`src/rtl/fp16_add_stream.sv`:
```
//------------------------------------------------------------------------------
// Module      : fp16_add_stream
// Description : Valid/ready front-end for a fixed-latency fp16 adder with
//               credit-based admission and an in-order result FIFO.
// Revision    : 1.0 - initial release
//------------------------------------------------------------------------------
`timescale 1ns/1ps
`default_nettype none

module fp16_add_stream #(
    parameter int ADD_LAT    = 2,
    parameter int FIFO_DEPTH = 8,
    parameter int TAG_W      = 4
) (
    input  logic             clk,
    input  logic             rst_n,
    input  logic             in_valid,
    output logic             in_ready,
    input  logic [15:0]      in_a,
    input  logic [15:0]      in_b,
    input  logic [TAG_W-1:0] in_tag,
    output logic [15:0]      add_a,
    output logic [15:0]      add_b,
    input  logic [15:0]      add_result,
    output logic             out_valid,
    input  logic             out_ready,
    output logic [15:0]      out_result,
    output logic [TAG_W-1:0] out_tag,
    output logic             busy
);

    localparam int c_ptr_w = (FIFO_DEPTH > 1) ? $clog2(FIFO_DEPTH) : 1;
    localparam int c_cnt_w = $clog2(FIFO_DEPTH + 1);
    localparam int c_inf_w = $clog2(ADD_LAT + 2);
    localparam int c_sum_w = $clog2(FIFO_DEPTH + ADD_LAT + 2);

    logic [ADD_LAT:0]   r_vld_pipe;
    logic [TAG_W-1:0]   r_tag_pipe [ADD_LAT+1];
    logic [15:0]        r_add_a;
    logic [15:0]        r_add_b;

    logic [15:0]        r_mem_res [FIFO_DEPTH];
    logic [TAG_W-1:0]   r_mem_tag [FIFO_DEPTH];
    logic [c_ptr_w-1:0] r_wr_ptr;
    logic [c_ptr_w-1:0] r_rd_ptr;
    logic [c_cnt_w-1:0] r_count;

    logic               w_fire;
    logic               w_push;
    logic               w_pop;
    logic [c_inf_w-1:0] w_inflight;
    logic [c_sum_w-1:0] w_occupancy;

    always_comb begin
        w_inflight = '0;
        for (int i = 0; i <= ADD_LAT; i++) begin
            w_inflight = w_inflight + c_inf_w'(r_vld_pipe[i]);
        end
    end

    // Credits count both FIFO entries and operations still inside the adder,
    // so every result arriving from the adder is guaranteed a free slot.
    assign w_occupancy = c_sum_w'(r_count) + c_sum_w'(w_inflight);
    assign in_ready    = (w_occupancy < c_sum_w'(FIFO_DEPTH));

    assign w_fire    = in_valid & in_ready;
    assign w_push    = r_vld_pipe[ADD_LAT];
    assign out_valid = (r_count != '0);
    assign w_pop     = out_valid & out_ready;

    assign add_a = r_add_a;
    assign add_b = r_add_b;

    always_ff @(posedge clk or negedge rst_n) begin
        if (!rst_n) begin
            r_vld_pipe <= '0;
            r_add_a    <= '0;
            r_add_b    <= '0;
            for (int i = 0; i <= ADD_LAT; i++) begin
                r_tag_pipe[i] <= '0;
            end
        end else begin
            r_vld_pipe <= {r_vld_pipe[ADD_LAT-1:0], w_fire};
            if (w_fire) begin
                r_add_a       <= in_a;
                r_add_b       <= in_b;
                r_tag_pipe[0] <= in_tag;
            end
            for (int i = 1; i <= ADD_LAT; i++) begin
                r_tag_pipe[i] <= r_tag_pipe[i-1];
            end
        end
    end

    // Storage is not reset; validity is carried entirely by r_count.
    always_ff @(posedge clk) begin
        if (w_push) begin
            r_mem_res[r_wr_ptr] <= add_result;
            r_mem_tag[r_wr_ptr] <= r_tag_pipe[ADD_LAT];
        end
    end

    always_ff @(posedge clk or negedge rst_n) begin
        if (!rst_n) begin
            r_wr_ptr <= '0;
            r_rd_ptr <= '0;
            r_count  <= '0;
        end else begin
            if (w_push) begin
                r_wr_ptr <= (r_wr_ptr == c_ptr_w'(FIFO_DEPTH - 1)) ? '0
                          : r_wr_ptr + c_ptr_w'(1);
            end
            if (w_pop) begin
                r_rd_ptr <= (r_rd_ptr == c_ptr_w'(FIFO_DEPTH - 1)) ? '0
                          : r_rd_ptr + c_ptr_w'(1);
            end
            case ({w_push, w_pop})
                2'b10:   r_count <= r_count + c_cnt_w'(1);
                2'b01:   r_count <= r_count - c_cnt_w'(1);
                default: r_count <= r_count;
            endcase
        end
    end

    // Head data is masked while empty so the outputs read zero out of reset.
    assign out_result = out_valid ? r_mem_res[r_rd_ptr] : '0;
    assign out_tag    = out_valid ? r_mem_tag[r_rd_ptr] : '0;

    assign busy = (w_inflight != '0) | out_valid;

endmodule

`default_nettype wire

```
`config.mk`:
```
export PLATFORM = sky130hd
export DESIGN_NAME = fp16_add_stream
export DESIGN_NICKNAME = d
export VERILOG_FILES = /design/src/rtl/fp16_add_stream.sv
export SDC_FILE = /design/constraint.sdc
export NUM_CORES = 1
export LEC_CHECK = 0
export BUFFER_PORTS_ARGS = -buffer_cell sky130_fd_sc_hd__buf_4
export CORE_MARGIN = 2
export CORE_UTILIZATION = 50
export DETAILED_ROUTE_END_ITERATION = 8
export PLACE_DENSITY = 0.71
export SETUP_SLACK_MARGIN = 0.02
export SLEW_MARGIN = 0
export SYNTH_ARGS = -nofsm -noshare
export SYNTH_HDL_FRONTEND = slang
export SYNTH_SLANG_ARGS = --single-unit
```
`constraint.sdc`:
```
create_clock -name clk -period 2.75 [get_ports clk]
set_input_delay 0.6875 -clock clk [delete_from_list [all_inputs] [get_ports clk]]
set_output_delay 0.6875 -clock clk [all_outputs]
set_load 0.05 [all_outputs]
```
Word-level counts from Yosys, hierarchy flattened
Memories as Yosys holds them, arrays and structs flattened.
Cells that the tools add are included.
{ "word_totals": {"register_bits": 57, "latch_bits": 0, "ram_bits": 160, "romBits": 0, "in_bits": 56, "out_inout_bits": 55, "wordCells": 36, "memories": 2} }
{ "classes": {"n_addsub": 7, "n_mul": 0, "div_mod_pow": 0, "n_lt_le_gt_ge": 1, "eq_ne": 4, "shifts": 0, "mux": 7, "bitwise": 3, "reduce_logical": 3} }
{ "memory_table": {"columns": ["name", "words", "width", "read_ports", "rd_ports_with_merged_regs", "write_ports", "line_no", "source"], "rows": [
  ["r_mem_res", 8, 16, 1, 0, 1, "42", "logic [15:0] r_mem_res [FIFO_DEPTH];"],
  ["r_mem_tag", 8, 4, 1, 0, 1, "43", "logic [TAG_W-1:0] r_mem_tag [FIFO_DEPTH];"]
]} }
{ "ops": {"columns": ["operator", "count"], "rows": [
  ["16-bit 2-to-1 mux", 1],
  ["4-bit one-hot mux with 2 select lines", 1],
  ["3-bit by 1-bit adder with 3-bit output (second input constant)", 2],
  ["3-bit equality test (second input constant)", 2],
  ["3-bit 2-to-1 mux", 2],
  ["4-bit by 1-bit adder with 4-bit output (second input constant)", 1],
  ["4-bit by 2-bit adder with 4-bit output", 1],
  ["4-bit < comparator (second input constant)", 1],
  ["4-bit 2-to-1 mux", 1],
  ["2-bit nonzero test", 2],
  ["4-bit nonzero test", 1],
  ["4-bit by 1-bit subtractor with 4-bit output (second input constant)", 1],
  ["1-bit by 1-bit adder with 2-bit output", 1],
  ["2-bit by 1-bit adder with 2-bit output", 1],
  ["1-bit AND", 2],
  ["2-bit by 1-bit equality test with 1-bit output (second input constant)", 1],
  ["2-bit equality test (second input constant)", 1],
  ["1-bit 2-to-1 mux", 2],
  ["1-bit bitwise OR", 1]
]} }

Depth between registers and ports, before layout
Gate-level depths: netlist of the first run.
{ "depth": {"ltp_word": 5, "ltp_mapped": 10, "mapped_depth_nobuf": 10} }

Least setup slack after synthesis of the first run
No wires, ideal clock.
{ "synth_path": {"kind": "register to output", "startpoint": "reg r_count[3]", "endpoint": "out out_result[0]", "arrival_time_ps": 2063, "required_ps": 2062, "setup_slack_ps": -1, "path_stages_with_launch": 5, "path_buffers": 1, "path_cell_list": "dfrtp_1 > or4_1 > and2_1 > clkbuf_1 > a22o_1"} }
{ "synth_between": {"elab_chain_cells": 2} }
{ "synth_rtl": {"columns": ["item", "line_no", "source"], "rows": [
  ["start, declared", "46", "logic [c_cnt_w-1:0] r_count;"],
  ["start signal, assigned", "118", "2'b10: r_count <= r_count + c_cnt_w'(1);"],
  ["start signal, assigned", "119", "2'b01: r_count <= r_count - c_cnt_w'(1);"],
  ["start signal, assigned", "120", "default: r_count <= r_count;"],
  ["4-bit nonzero test", "68", "assign out_valid = (r_count != '0);"],
  ["net out_valid", "25", "output logic out_valid,"],
  ["16-bit 2-to-1 mux", "126", "assign out_result = out_valid ? r_mem_res[r_rd_ptr] : '0;"],
  ["end, declared", "27", "output logic [15:0] out_result,"]
]} }
The timed path passes the listed nets, and every way through them passes these cells.

Worst setup path in the final report of the first run
{ "layout_path": {"startpoint": "reg r_vld_pipe[0]", "endpoint": "out in_ready"} }
{ "layout_between": {"elab_chain_cells": 4} }
{ "layout_rtl": {"columns": ["item", "line_no", "source"], "rows": [
  ["start, declared", "37", "logic [ADD_LAT:0] r_vld_pipe;"],
  ["start signal, assigned", "83", "r_vld_pipe <= {r_vld_pipe[ADD_LAT-1:0], w_fire};"],
  ["1-bit by 1-bit adder with 2-bit output", "57", "w_inflight = w_inflight + c_inf_w'(r_vld_pipe[i]);"],
  ["2-bit by 1-bit adder with 2-bit output", "57", null],
  ["4-bit by 2-bit adder with 4-bit output", "63", "assign w_occupancy = c_sum_w'(r_count) + c_sum_w'(w_inflight);"],
  ["4-bit < comparator", "64", "assign in_ready = (w_occupancy < c_sum_w'(FIFO_DEPTH));"],
  ["end, declared", "18", "output logic in_ready,"]
]} }
Every way passes these cells.

==> impl_metrics.json, run 1 <==
{
  "core_um2": 16500,
  "cts_buffers": 22,
  "num-nets-final": 602,
  "drv_cap": 0,
  "portBuffers": 110,
  "cts_tree": "done",
  "p_leak_uw": 0.00398,
  "ys_warn_count": 0,
  "finClkSkew_ns": 0.00791,
  "cpMaxStageDelayCell": "dfrtp_1",
  "grt_usage_pct": 18.1,
  "grt_pass1_vias": 4620,
  "crit_buf_inv": 1,
  "antenna_cells": 0,
  "yosysSeqAreaShare_pct": 74.6,
  "violations": "setup timing",
  "worst_ir_drop_vdd_mv": 0.923,
  "synth-seq-cells": 217,
  "rows": 47,
  "yosys-top-cells-area": "edfxtp_1 58%, dfrtp_1 17%, mux4_2 11%",
  "cp_cell_sequence": "fa_2 > ha_1 > a31oi_1 > or3_1 > and2_4 > buf_6",
  "fin_crit_ns": 2.97,
  "drc": 0,
  "grt_pass1_wl_um": 24900,
  "required_ns": 2.06,
  "wirelength_um": 16300,
  "syn_area_um2": 8350,
  "htree_num_levels": 1,
  "die_width_um": 133,
  "grt_overflow": 0,
  "status": "finished with violations",
  "syn_area_per_cell_um2": 21.3,
  "holdWs_ns": 0.253,
  "syn_inst": 393,
  "avgViaCountPerCell": 5.48,
  "crit_type": "reg2out",
  "setup_violations": 22,
  "placed_cell_area_um2": 9570,
  "cts_root_buf": "clkbuf_16",
  "netlist-cell-type-count": 33,
  "tightestPinTransition_ns": 0.700,
  "drive_gt1_share_pct": 47.8,
  "seq_area_um2": 6230,
  "path_clk_slew_ns": 0.06,
  "gp_congestion": 0.747,
  "cp_max_fo": 2,
  "fin_util_pct": 63.7,
  "hold_violations": 0,
  "drt_iter0_drc": 289,
  "synth_edf_count": 160,
  "report.final.slew_viol_count": 0,
  "grt_max_degree": 58,
  "preCtsSetupSlack_ns": 0.179,
  "dp_hpwl_um": 9420,
  "setup_slack_ns": -0.221,
  "clk_latency_ns": 0.49,
  "cp-end-kind": "output port",
  "fmax_mhz": 337,
  "startpoint_type": "flip-flop",
  "yosys.area.top_type": "edfxtp_1",
  "timing.final.crit_share_pct": 108,
  "async_flop_share_pct": 26.3,
  "synth_top_area_share_pct": 57.5,
  "syn_to_final_growth_pct": 25.6,
  "synth.net_count": 458,
  "synthFlopType": "edfxtp_1",
  "cts.sinks": 217,
  "rsz0062_at_grt": "true",
  "vias": 4229,
  "critPathTopFamily": "adder cells",
  "postRouteAntennaNets": 0,
  "multi_input_comb_area_um2": 2060,
  "n_fill_cell": 1152,
  "cp.arrival_ns": 2.28,
  "synth.most_common_cell": "edfxtp_1",
  "drt_first_pass_iters": 6,
  "pwr_density_cell_nw_per_um2": 1340,
  "slowest_delay_ns": 0.40,
  "dieArea_um2": 17800,
  "wire_per_inst_um": 21.1,
  "antenna_found_initial": 0,
  "start_util_pct": 50.7,
  "stdcell_area_um2": 10500,
  "clockBufferDepth": 3,
  "timing.slew.headroom_pct": 53.4,
  "dieHeight_um": 133,
  "min_path_type": "in2async",
  "netlist_top_cells_count": "160 x edfxtp_1, 57 x dfrtp_1, 40 x mux4_2",
  "ios": 111
}
[state kept, by name (all words and copies together) (netlist names)]
register	flops
r_tag_pipe	12
r_mem_tag	32
add_a	16
r_rd_ptr	3
r_count	4
r_vld_pipe	3
r_wr_ptr	3
add_b	16
r_mem_res	128
[logic make-up after synthesis]
group / Yosys count / share of synthesized area, %
DFF: 217 / 74.6
muxes: 79 / 17.3
buffers and inverters: 23 / 1.45
xor gates and xnor gates: 5 / 0.524
AOI/OAI and AO/OA: 30 / 2.77
adders and majority gates: 9 / 1.44
and+or+nand+nor: 30 / 1.87
[what timing repair did]
action                                 4_1_cts  5_1_grt
cloned                                       1        4
pin swaps                                    1       21
setup endpoints to repair                   21       23
hold buffers                                 0        0
gates resized for setup                     32        4
setup buffers                                3        3
endpoints found under the hold margin        0        0
[cell type report]
cell class | count | share of cell area (%)
Clock buffer | 38 | 6.48
Multi-Input combinational cell | 154 | 19.6
Sequential cell | 217 | 59.4
Clock inverter | 1 | 0.0596
Tap cell | 220 | 2.62
Timing Repair Buffer | 137 | 11.6
Inverter | 5 | 0.179
[layout by cell type (no fill, tap or decap), drive strengths merged]
master and count:
mux2 39, inv 6, o21ai 5, xnor2 2, buf 134, or4 1, nor2b 1, edfxtp 160
clkbuf 41, nand2b 3, nor2 7, dfrtp 57, xor2 3, fa 1, a22o 20, a21oi 2
nand3 1, nor3 3, and2 3, ha 8, nand3b 1, nand2 6, o211ai 1, nor3b 1
and3 1, a31oi 1, and3b 1, or3 2, mux4 40, a21o 1
[layer usage]
metal,wire (um),share of wire (%),track usage [%]
met2,8210,50,30.3
met4,170,1.0,4.61
met5,0,0,0
met1,6920,42,24.7
met3,1030,6.3,3.61
[power by group]
| group | switching (uW) | internal [uW] |
|---|---|---|
| registers | 436 | 4390 |
| clock network | 1110 | 1670 |
| logic | 3690 | 2740 |
| total | 5240 | 8800 |
[worst paths after layout]
| path | to | startpoint | depth (start not counted) | slack [ns] |
|---|---|---|---|---|
| setup / recovery | in_ready | r_vld_pipe[0]$_DFF_PN0_ | 6 | -0.22 |
| hold reg to reg | r_tag_pipe[0]$_DFF_PN0_ | r_tag_pipe[4]$_DFF_PN0_ | 0 | 0.35 |
| hold / removal | add_b[11]$_DFFE_PN0P_ | rst_n | 1 | 0.25 |
| max in group asynchronous | r_rd_ptr[0]$_DFFE_PN0N_ | rst_n | 1 | 2.00 |
| min in group clk | r_tag_pipe[0]$_DFF_PN0_ | r_tag_pipe[4]$_DFF_PN0_ | 0 | 0.35 |
| setup reg to reg | r_count[2]$_DFFE_PN0P_ | r_count[2]$_DFFE_PN0P_ | 11 | 0.17 |
[through the flow]
step | setup TNS [ns] | instances | power (uW)
final | -3.33 | 772 | 14000
after floorplan | 0 | 393 | 9070
after CTS | -2.99 | 766 | 14000
after detailed placement | 0 | 723 | 10800
after global placement | 0 | 723 | 10700
after global routing | -4.39 | 772 | 14600
(Power assumes the default switching activity.)
==> run 2: changes to the inputs <==
--- a/config.mk
+++ b/config.mk
@@ -6,8 +6,10 @@
 export NUM_CORES = 1
 export LEC_CHECK = 0
 export BUFFER_PORTS_ARGS = -buffer_cell sky130_fd_sc_hd__buf_4
+export CAP_MARGIN = 10
 export CORE_MARGIN = 2
 export CORE_UTILIZATION = 50
+export CTS_BUF_LIST = sky130_fd_sc_hd__clkbuf_8
 export DETAILED_ROUTE_END_ITERATION = 8
 export PLACE_DENSITY = 0.71
 export SETUP_SLACK_MARGIN = 0.02
==> run 2 against run 1 <==
Clock power decreased by 10%. Non-clock buffer count fell by 1. First-iteration DRC count fell by 4.5%. Register-to-register slack barely moved. Setup slack worse by 0.023 ns. Maximum frequency decreased by 0.75%. Sequential power hardly changed. The flow still finishes with violations (setup timing). Highest routed layer unchanged. Sequential share of layout area up 0.41 points. Combinational power decreased by 0.8%. Flip-flop and latch count stayed put. Clock skew up 0.0064 ns.
==> impl_metrics.json, run 2 (same netlist as run 1, synthesis figures left out) <==
{
  "crit_type": "reg2out",
  "preCtsSetupSlack_ns": 0.179,
  "route.met2.wl_um": 8260,
  "setup_violations": 22,
  "vias": 4296,
  "tightestPinTransition_ns": 0.701,
  "htree_num_levels": 2,
  "startpoint_type": "flip-flop",
  "dp_hpwl_um": 9420,
  "pwr-share-comb_pct": 46.6,
  "violations": "setup timing",
  "drive_gt1_share_pct": 48.0,
  "cts_hold_buf": 0,
  "core_um2": 16500,
  "cpMaxStageDelayCell": "dfrtp_1",
  "netSwitchingFraction_pct": 38.6,
  "path_clk_slew_ns": 0.07,
  "grt_pass1_vias": 4706,
  "drt_first_pass_iters": 5,
  "layout_commonest_cell": "edfxtp_1",
  "avgViaCountPerCell": 5.40,
  "tns_ns": -3.30,
  "report.final.slew_viol_count": 0,
  "final_cell_mix": "160 x edfxtp_1, 106 x buf_4, 55 x dfrtp_1",
  "slowest_delay_ns": 0.40,
  "cts_root_buf": "clkbuf_8",
  "wirelength_um": 16300,
  "ios": 111,
  "grt_max_degree": 58,
  "dp.cells": 723,
  "finClkSkew_ns": 0.0143,
  "switchingPower_uw": 5280,
  "fin_util_pct": 63.3,
  "timing.slew.headroom_pct": 53.2,
  "drc": 0,
  "p_int_uw": 8400,
  "n_fill_cell": 1176,
  "reg2reg_to": "r_count[2]$_DFFE_PN0P_",
  "clock_power_share_pct": 18.2,
  "pwr_density_cell_nw_per_um2": 1310,
  "cp_cell_sequence": "fa_2 > ha_1 > a31oi_1 > or3_1 > and2_4 > buf_6",
  "fmax_mhz": 334,
  "wl_met1_um": 6630,
  "grt_overflow": 0,
  "cts_tree": "done",
  "cp_max_fo": 2,
  "required_ns": 2.06,
  "r2r_start": "r_count[2]$_DFFE_PN0P_",
  "clk_latency_ns": 0.51,
  "wire_per_inst_um": 20.5,
  "status": "finished with violations",
  "setup_slack_ns": -0.244,
  "start_util_pct": 50.7,
  "drv_cap": 0,
  "syn_to_final_growth_pct": 24.7,
  "dieArea_um2": 17800,
  "ff2ff_path_depth": 11,
  "p_seq_share_pct": 35.2,
  "postRouteAntennaNets": 0,
  "multi_input_comb_area_um2": 2060,
  "hold_violations": 0,
  "portBuffers": 110,
  "timing.final.crit_share_pct": 109,
  "reg2reg_slack_ns": 0.17,
  "cp.arrival_ns": 2.31,
  "top_regs": "r_mem_res x128, r_mem_tag x32",
  "stdcell_count": 795,
  "cts_buffers": 35,
  "largest-register": "r_mem_res",
  "worst_ir_drop_vdd_mv": 0.959,
  "drt_iter0_drc": 276,
  "min_path_type": "in2async",
  "dieHeight_um": 133,
  "gp_congestion": 0.747,
  "p_leak_uw": 0.00403,
  "rows": 47,
  "largest_register_ffs": 128,
  "grt_usage_pct": 18.5,
  "antenna_found_initial": 0,
  "seq_area_um2": 6230,
  "top_layer_used": "met4",
  "rsz0062_at_grt": "true",
  "clockBufferDepth": 3,
  "fin_crit_ns": 2.99,
  "grt_pass1_wl_um": 25100,
  "die_width_um": 133,
  "antenna_cells": 0,
  "p_total_uw": 13700,
  "num-nets-final": 614,
  "met3_wirelength_um": 1260,
  "cts.sinks": 217,
  "cp-end-kind": "output port"
}
[run 2: changes by cell type in the layout (fill, tap and decap cells not counted), sizes merged]
| cell | change |
|---|---|
| clkinv | +4 |
| inv | +19 |
[run 2: critical path, delay by kind of cell (launching register included)]
family / cells / cell delay [ns]
simple gates: 2 / 0.50
compound gates: 1 / 0.09
buf+inv: 1 / 0.14
flops: 1 / 0.40
fa+ha+maj: 2 / 0.67
[run 2: worst max path at each step]
stage	from	to	slack, ns	cells past startpoint
2_1_floorplan	r_count[3]$_DFFE_PN0P_	out_result[0]	0.22	4
3_3_place_gp	r_vld_pipe[2]$_DFF_PN0_	in_ready	0.20	6
3_5_place_dp	r_vld_pipe[2]$_DFF_PN0_	in_ready	0.18	6
4_1_cts	r_vld_pipe[0]$_DFF_PN0_	in_ready	-0.28	6
5_1_grt	r_vld_pipe[0]$_DFF_PN0_	in_ready	-0.33	6
6_report	r_vld_pipe[0]$_DFF_PN0_	in_ready	-0.24	6
[run 2: routing by layer]
| layer | up-vias | GRT usage, % |
|---|---|---|
| met3 | 21 | 5.21 |
| met5 | - | 0 |
| met4 | 0 | 5.20 |
| met2 | 181 | 30.6 |
| li1 | 1895 | - |
| met1 | 2199 | 24.2 |
[run 2: power groups by stage]
stage                     Clock (uW)  Combinational (uW)  Sequential, uW
after detailed placement           0                5970            4850
after global routing            2710                6700            4900
after global placement             0                5850            4810
final                           2490                6380            4820
after floorplan                    0                3460            5610
after CTS                       2570                6330            4810
[run 2: per-stage QoR]
| step | hold WS [ns] | cell area, um^2 |
|---|---|---|
| 6_report | 0.244 | 10400 |
| 4_1_cts | 0.239 | 10300 |
| 3_3_place_gp | 0.334 | 9570 |
| 2_1_floorplan | 0.331 | 8360 |
| 5_1_grt | 0.281 | 10400 |
| 3_5_place_dp | 0.335 | 9570 |
[run 2: cell type report]
class | count | share of cell area, %
Clock buffer | 39 | 5.15
Multi-Input combinational cell | 154 | 19.7
Sequential cell | 217 | 59.8
Inverter | 5 | 0.180
Clock inverter | 24 | 0.985
Tap cell | 220 | 2.64
Timing Repair Buffer | 136 | 11.5
[run 2: repair_timing]
action,CTS,global route
resized for setup,32,4
pin swaps,1,21
endpoints found under the setup margin,22,23
setup buffers,3,3
hold endpoints to repair,0,0
gates cloned,1,3
